## config.mk

```make
export PLATFORM = sky130hd
export DESIGN_NAME = mem_io_bridge
export DESIGN_NICKNAME = d
export VERILOG_FILES = /design/src/rtl/mem_io_bridge.sv
export SDC_FILE = /design/constraint.sdc
export NUM_CORES = 1
export LEC_CHECK = 0
export CAP_MARGIN = 25
export CORE_AREA = 4 4 124 126
export DETAILED_ROUTE_END_ITERATION = 8
export DIE_AREA = 0 0 128 130
export PLACE_DENSITY_LB_ADDON = 0.2
export SLEW_MARGIN = 5
export SYNTH_ARGS = -nofsm -noshare
export SYNTH_HDL_FRONTEND = slang
export SYNTH_SLANG_ARGS = --single-unit
```

## constraint.sdc

```tcl
create_clock -name clock -period 2.5 [get_ports clock]
set_clock_uncertainty 0.1 [all_clocks]
set_input_delay 0.25 -clock clock [delete_from_list [all_inputs] [get_ports clock]]
set_output_delay 0.25 -clock clock [all_outputs]
set_load 0.03 [all_outputs]
```

## src/rtl/mem_io_bridge.sv

```systemverilog
// Memory/IO bridge: memory accesses pass straight through, IO accesses are sequenced by a
// small FSM with registered chip selects, wait states, CPU stall and sticky bus-error capture.
module mem_io_bridge #(
    parameter int                 DATA_W   = 32,
    parameter int                 IO_W     = 16,
    parameter int                 NUM_CH   = 4,
    parameter logic [DATA_W-1:0]  IO_BASE  = 32'hFFFFFC00,
    parameter int                 CH0_SLOT = 5,
    parameter int                 WAIT_CYC = 1
) (
    input  logic                   clock,
    input  logic                   rst_n,
    input  logic                   mRead,
    input  logic                   mWrite,
    input  logic                   ioRead,
    input  logic                   ioWrite,
    input  logic                   isUnsigned,
    input  logic [DATA_W-1:0]      addr_in,
    input  logic [DATA_W-1:0]      r_rdata,
    input  logic [DATA_W-1:0]      m_rdata,
    input  logic [NUM_CH*IO_W-1:0] io_rdata,
    output logic [DATA_W-1:0]      addr_out,
    output logic                   mem_we,
    output logic [DATA_W-1:0]      write_data,
    output logic [IO_W-1:0]        io_wdata,
    output logic [NUM_CH-1:0]      io_rd_cs,
    output logic [NUM_CH-1:0]      io_wr_cs,
    output logic [DATA_W-1:0]      r_wdata,
    output logic                   stall,
    output logic                   bus_err,
    output logic [DATA_W-1:0]      err_addr
);

    localparam int         CH_W    = (NUM_CH > 1) ? $clog2(NUM_CH) : 1;
    localparam logic [4:0] SLOT_LO = 5'(CH0_SLOT);
    localparam logic [4:0] SLOT_HI = 5'(CH0_SLOT + NUM_CH);
    localparam logic [3:0] CNT_INIT = 4'(WAIT_CYC);

    typedef enum logic [1:0] {S_IDLE, S_ACCESS, S_DONE} state_t;

    state_t              r_state, w_next_state;
    logic [CH_W-1:0]     r_ch;
    logic                r_dir;
    logic [3:0]          r_cnt;
    logic [DATA_W-1:0]   r_rd_q;

    logic                w_io_req, w_hit, w_accept, w_unmapped, w_capture;
    logic [4:0]          w_slot;
    logic [CH_W-1:0]     w_ch, w_ch_nxt;
    logic                w_dir_nxt;
    logic [IO_W-1:0]     w_ch_data;
    logic [DATA_W-1:0]   w_ext_data;
    logic [NUM_CH-1:0]   w_cs_onehot;

    // Address decode: upper bits select the IO window, addr[7:4] selects the channel slot.
    assign w_io_req = ioRead | ioWrite;
    assign w_slot   = {1'b0, addr_in[7:4]};
    assign w_hit    = (addr_in[DATA_W-1:8] == IO_BASE[DATA_W-1:8]) &&
                      (w_slot >= SLOT_LO) && (w_slot < SLOT_HI);
    assign w_ch     = CH_W'(w_slot - SLOT_LO);

    assign addr_out   = addr_in;
    assign mem_we     = mWrite & ~w_io_req;
    assign write_data = mWrite ? r_rdata : '0;

    assign w_ch_data  = io_rdata[r_ch*IO_W +: IO_W];
    assign w_ext_data = isUnsigned ? {{(DATA_W-IO_W){1'b0}}, w_ch_data}
                                   : {{(DATA_W-IO_W){w_ch_data[IO_W-1]}}, w_ch_data};

    // Stall is forced low while reset is asserted, even if a request is on the inputs.
    assign stall   = rst_n & (((r_state == S_IDLE) & w_io_req & w_hit) | (r_state == S_ACCESS));
    assign r_wdata = (mRead & ~w_io_req)  ? m_rdata :
                     (r_state == S_DONE)  ? r_rd_q  : '0;

    always_comb begin
        // NOTE: every signal gets a default before the case so no path can infer a latch.
        w_next_state = r_state;
        w_accept     = 1'b0;
        w_unmapped   = 1'b0;
        w_capture    = 1'b0;
        case (r_state)
            S_IDLE: begin
                if (w_io_req && w_hit) begin
                    w_accept     = 1'b1;
                    w_next_state = S_ACCESS;
                end else if (w_io_req) begin
                    w_unmapped = 1'b1;
                end
            end
            S_ACCESS: begin
                if (r_cnt == 4'd1) begin
                    w_capture    = r_dir;
                    w_next_state = S_DONE;
                end
            end
            S_DONE:  w_next_state = S_IDLE;
            default: w_next_state = S_IDLE;
        endcase
    end

    assign w_ch_nxt    = w_accept ? w_ch : r_ch;
    assign w_dir_nxt   = w_accept ? ioRead : r_dir;
    assign w_cs_onehot = NUM_CH'(1) << w_ch_nxt;

    // NOTE: sequential state uses non-blocking assignments so every register samples pre-edge values.
    always_ff @(posedge clock or negedge rst_n) begin
        if (!rst_n) begin
            r_state  <= S_IDLE;
            r_ch     <= '0;
            r_dir    <= 1'b0;
            r_cnt    <= '0;
            r_rd_q   <= '0;
            io_wdata <= '0;
            io_rd_cs <= '0;
            io_wr_cs <= '0;
            bus_err  <= 1'b0;
            err_addr <= '0;
        end else begin
            r_state  <= w_next_state;
            r_ch     <= w_ch_nxt;
            r_dir    <= w_dir_nxt;
            io_rd_cs <= (w_next_state == S_ACCESS &&  w_dir_nxt) ? w_cs_onehot : '0;
            io_wr_cs <= (w_next_state == S_ACCESS && !w_dir_nxt) ? w_cs_onehot : '0;
            if (w_accept) begin
                io_wdata <= r_rdata[IO_W-1:0];
                r_cnt    <= CNT_INIT;
            end else if (r_state == S_ACCESS) begin
                r_cnt <= r_cnt - 4'd1;
            end
            if (w_capture)
                r_rd_q <= w_ext_data;
            if (w_unmapped) begin
                bus_err <= 1'b1;
                if (!bus_err)
                    err_addr <= addr_in;
            end
        end
    end

endmodule
```

Word-level counts from Yosys, hierarchy flattened
Cells that the tools add are included.

Register bits after elaboration: 98. Bits of input ports: 167. Output and inout bits: 155. Logic and storage cells: 59.

Add/sub/neg operators: 2. Order comparisons: 2. Equality and inequality tests: 5. Shift operators: 2. Muxes and demuxes: 20. Bitwise logic cells: 9. Reductions and logical operators: 9.

Operator list (count): $mux W32 (4); $shiftx A64 B7 Y16 (1); $eq A24 B24 Y1 const B (1); $mux W4 (4); $mux W1 (8); $mux W2 (3); $and A1 B1 Y1 (5); $logic_and A1 B1 Y1 (5); $eq A2 B1 Y1 const B (2); $eq A4 B1 Y1 const B (1); $ge A4 B3 Y1 const B (1); $lt A4 B4 Y1 const B (1); $pmux W2 S2 (1); $shl A1 B2 Y4 const A (1); $sub A4 B1 Y4 const B (1); $eq A2 B2 Y1 const B (1); $logic_not A2 Y1 (1); $not A1 Y1 (2); $or A1 B1 Y1 (2); $reduce_and A2 Y1 (1); $reduce_bool A2 Y1 (1); $sub A2 B1 Y2 const B (1); $logic_not A1 Y1 (1).

Longest topological paths before layout
Depth in word-level cells: 10. Gate-level depth with buffers: 7. Depth with buffers taken out: 6.

Worst setup path after synthesis
Ideal clock, no wire load.

Kind: input to output. From: input addr_in[18]. To: output stall. Arrival: 1.903 ns. Required time: 2.150 ns. Path slack: 0.247 ns. Stages: 5. Buffers on the path: 1. Path through: nand4_1 a2111oi_4 nand4_4 buf_2 a21boi_0.

Cells in the longest elaborated chain, start to end: 6.

RTL lines: start, declared (RTL line 18) `input logic [DATA_W-1:0] addr_in,`; $eq A24 B24 Y1 (RTL line 58) `assign w_hit = (addr_in[DATA_W-1:8] == IO_BASE[DATA_W-1:8]) &&`; $logic_and A1 B1 Y1 (RTL line 58); $logic_and A1 B1 Y1 (RTL line 59) `(w_slot >= SLOT_LO) && (w_slot < SLOT_HI);`; $and A1 B1 Y1 (RTL line 71) `assign stall = rst_n & (((r_state == S_IDLE) & w_io_req & w_hit) | (r_state == S_ACCESS));`; $or A1 B1 Y1 (RTL line 71); $and A1 B1 Y1 (RTL line 71); end, declared (RTL line 29) `output logic stall,`.

No other way between the ends.

Worst setup path after layout
From: input addr_in[4]. To: output stall.

Cells in the longest elaborated chain, start to end: 6. Elaborated cells on any way between the ends: 7. Those cells by class: order compare (2); bitwise (3); reduce/logical (2).

RTL lines (RTL line): $ge A4 B3 Y1 (59); $logic_and A1 B1 Y1 (58); $logic_and A1 B1 Y1 (*) (59); $and A1 B1 Y1 (*) (71); $or A1 B1 Y1 (*) (71); $and A1 B1 Y1 (*) (71).

Every way passes the cells marked *; elsewhere a longest branch is shown, timed or not.

==> impl_metrics.yaml <==
run_status:
  status: "completed"
logic_synthesis:
  synthCells: 407
  syn_nets: 578
  avgSynthCellArea_sq_um: 11.8
  async_flop_share_pct: 100
  synth_cell_types: 41
  yosysTopAreaCellShare_pct: 43.3
  ys_ff_latch: 83
  synth_top_cell_by_area: "dfrtp_1"
  synth_edf_count: 0
  synth-seq-area-share_pct: 43.3
  yosys_most_used_dff: "dfrtp_1"
  yosys_warnings: 0
  netlist_top_cells_area: "dfrtp_1, mux2_4, mux2_2, mux4_2, buf_4"
  netlist_area_sq_um: 4790
place:
  dp_slack_ps: -7.82
  hpwl_mm: 13.2
  port_buffers: 321
  finalWeightedCongestion: 0.888
floorplan:
  core_area_sq_um: 14300
  die_x_um: 128
  rows: 44
  die_h_um: 130
  ios: 322
  dieArea_sq_um: 16600
  initial_core_util_pct: 33.5
drt:
  post-route-drc-count: 0
  drtAntennaViolNets: 0
  finalWirelength_mm: 16.4
  drt_iter0_markers: 138
  detail_route.wl_per_cell_um: 18.2
  vias: 4266
  routed_via_density: 4.75
  drtPass1Iterations: 5
power:
  power_frac_comb_pct: 27.9
  power-per-cell-area_nw_per_um2: 437
  p_int_uw: 2650
  p_leak_uw: 0.00378
  p_sw_share_pct: 27.6
  power.total_uw: 3660
  irDropWorstVdd_v: 0.000240
  switchingPower_uw: 1010
  sequentialPowerShare_pct: 39.5
  clockPowerShare_pct: 32.7
timing:
  hold_viol_final: 0
  hold_ws_ps: 283
  timing.final.ws_setup_ps: 146
  worst_pin_slew_ps: 773
  finalCriticalPeriod_ps: 2350
  rsz0062_at_grt: "no"
  setup_violations: 0
  period_share_pct: 94.2
  fmax_mhz: 425
  slew_headroom_pct: 48.5
  slew_viol_final: 0
setup_path:
  crit_arrival_ps: 2000
  cp-end-kind: "primary output"
  path_max_fanout: 4
  cp_cell_sequence: "clkdlybuf4s50_1 > inv_1 > ha_1 > nand2b_1 > a22o_1 > nand4_4 > a21boi_2 > buf_4"
  crit_type: "input port to primary output"
  crit_family: "buffers and inverters"
  slowest_stage: "clkdlybuf4s50_1"
  worst-path-buf-inv: 3
  cp_data_required_time_ps: 2150
  cp-start-kind: "input port"
  slowest_delay_ps: 570
global_routing:
  top_usage_layer: "met2"
  grt_pass1_vias: 4493
  overflow: 0
  grtUsageMet1_pct: 21.6
  grt_max_degree: 53
  antenna_found_initial: 1
  grt_pass1_wl_mm: 24.3
  gr-usage-met3_pct: 7.65
  grtUsageTotal_pct: 18.6
  use_met2_pct: 32.0
clock_tree:
  clock_sinks: 83
  clockBufferDepth: 2
  worstSkewPairLatency_ps: 330
  cts_inserted_buffers: 9
  ctsHtreeMaxLevel: 3
  cts_tree: "yes"
  cts_root_buffer: "clkbuf_16"
  clk_pin_slew_ps: 60
run:
  maxCapViolations: 0
layout:
  drive_above_1_share_pct: 21.8
  area_delta_synth_final_pct: 74.7
  diodes: 0
  nFillCells: 1214
  finalNetCount: 882
hold_path:
  worstHoldPathType: "input port to asynchronous set/reset pin"
-- flip-flops by register name (all words and copies together) (netlist names) --
| register | cells |
|---|---|
| io_wr_cs | 4 |
| r_cnt | 4 |
| io_wdata | 16 |
| r_state | 2 |
| r_ch | 2 |
| err_addr | 32 |
| r_dir | 1 |
| io_rd_cs | 4 |
| bus_err | 1 |
| r_rd_q | 17 |
-- Yosys cell counts, drive strengths merged, types with 2 or more instances --
cell type   n
dfrtp      83
mux2       65
nand2      49
buf        42
and2       36
o21ai      20
a21o       17
mux4       16
clkbuf     14
nand4      10
inv         6
nor2        6
o31ai       6
nand3       5
ha          4
nor3        4
nand2b      3
nor2b       3
a2111oi     2
nand4b      2
xnor2       2
-- cell families (layout without fill, tap and decap cells) --
family	after synthesis	count (layout)	synth area share, %
adders and majority gates	4	4	1.04
AOI/OAI and AO/OA	49	49	7.57
and+or+nand+nor	124	124	13.9
buffers and inverters	62	370	8.27
muxes	82	82	25.3
DFF	83	83	43.3
xor gates and xnor gates	3	3	0.548
-- metal layers --
metal | up-vias | part of all wire, %
li1 | 2015 | -
met5 | - | 0.079
met4 | 2 | 1.6
met3 | 18 | 10
met1 | 2038 | 39
met2 | 193 | 49
-- path summary, 6_finish.rpt --
kind / start / cells after the start / slack, ps / to
max in group asynchronous: rst_n / 3 / 1000 / r_rd_q[10]$_DFFE_PN0P_
worst max register to register: r_cnt[1]$_DFFE_PN0P_ / 5 / 390 / r_rd_q[13]$_DFFE_PN0P_
worst max-delay path: addr_in[4] / 8 / 150 / stall
worst min-delay path: rst_n / 2 / 280 / err_addr[21]$_DFFE_PN0P_
worst min register to register: r_rd_q[30]$_DFFE_PN0P_ / 2 / 390 / r_rd_q[30]$_DFFE_PN0P_
min in group clock: r_rd_q[30]$_DFFE_PN0P_ / 2 / 390 / r_rd_q[30]$_DFFE_PN0P_
-- stage by stage --
step	utilization (%)	setup TNS (ps)	area, sq um	instances
global route	58.5	0	8370	899
floorplan	-	0	4790	407
finish	58.5	0	8370	899
CTS	58.2	0	8340	899
detailed placement	56.3	-12.3	8060	883
global placement	56.3	0	8060	883
-- repair_timing --
action / CTS / global route
cloned: 0 / 0
hold endpoints to repair: 31 / 0
hold buffers: 1 / 0
resized for setup: 1 / 14
endpoints found under the setup margin: 1 / 13
setup buffers: 0 / 0
-- cell type report --
type,instances,area [sq um],area share (%)
well taps,184,230,2.75
repair buffers,349,3450,41.2
clock buffers,10,239,2.85
multi-input cells,262,2330,27.8
flip-flops and latches,83,2080,24.8
clock inverters,5,30.0,0.359
inverters,6,22.5,0.269
-- layout by cell type, fill, tap and decap left out, types with 2 or more instances in the layout --
cell             Yosys  layout
nand4b_1             2       2
mux4_2              16      16
buf_12               0       4
xnor2_1              2       2
nand3_1              4       4
clkinv_2             0       3
clkinvlp_4           0       2
mux2_2              35      35
dlymetal6s2s_1       0      11
and2_1              35      35
nand2_1             49      49
o21ai_0             20      19
nand4_1              9       9
clkdlybuf4s50_1      0     287
inv_1                6       6
o31ai_1              6       6
nor2_1               5       5
clkbuf_16            0       9
dfrtp_1             83      83
a21o_1              17      17
nand2b_1             3       3
buf_4               32      46
nor3_1               4       4
nor2b_1              3       3
mux2_4              30      30
ha_1                 4       4
-- power by group through the flow --
stage	logic, uW	registers, uW	clock network, uW
floorplan	346	1570	0
global placement	1020	1470	0
detailed placement	1030	1470	0
CTS	1030	1450	1250
global route	1070	1450	1320
finish	1020	1450	1200
Power figures use the tool's default switching activity.
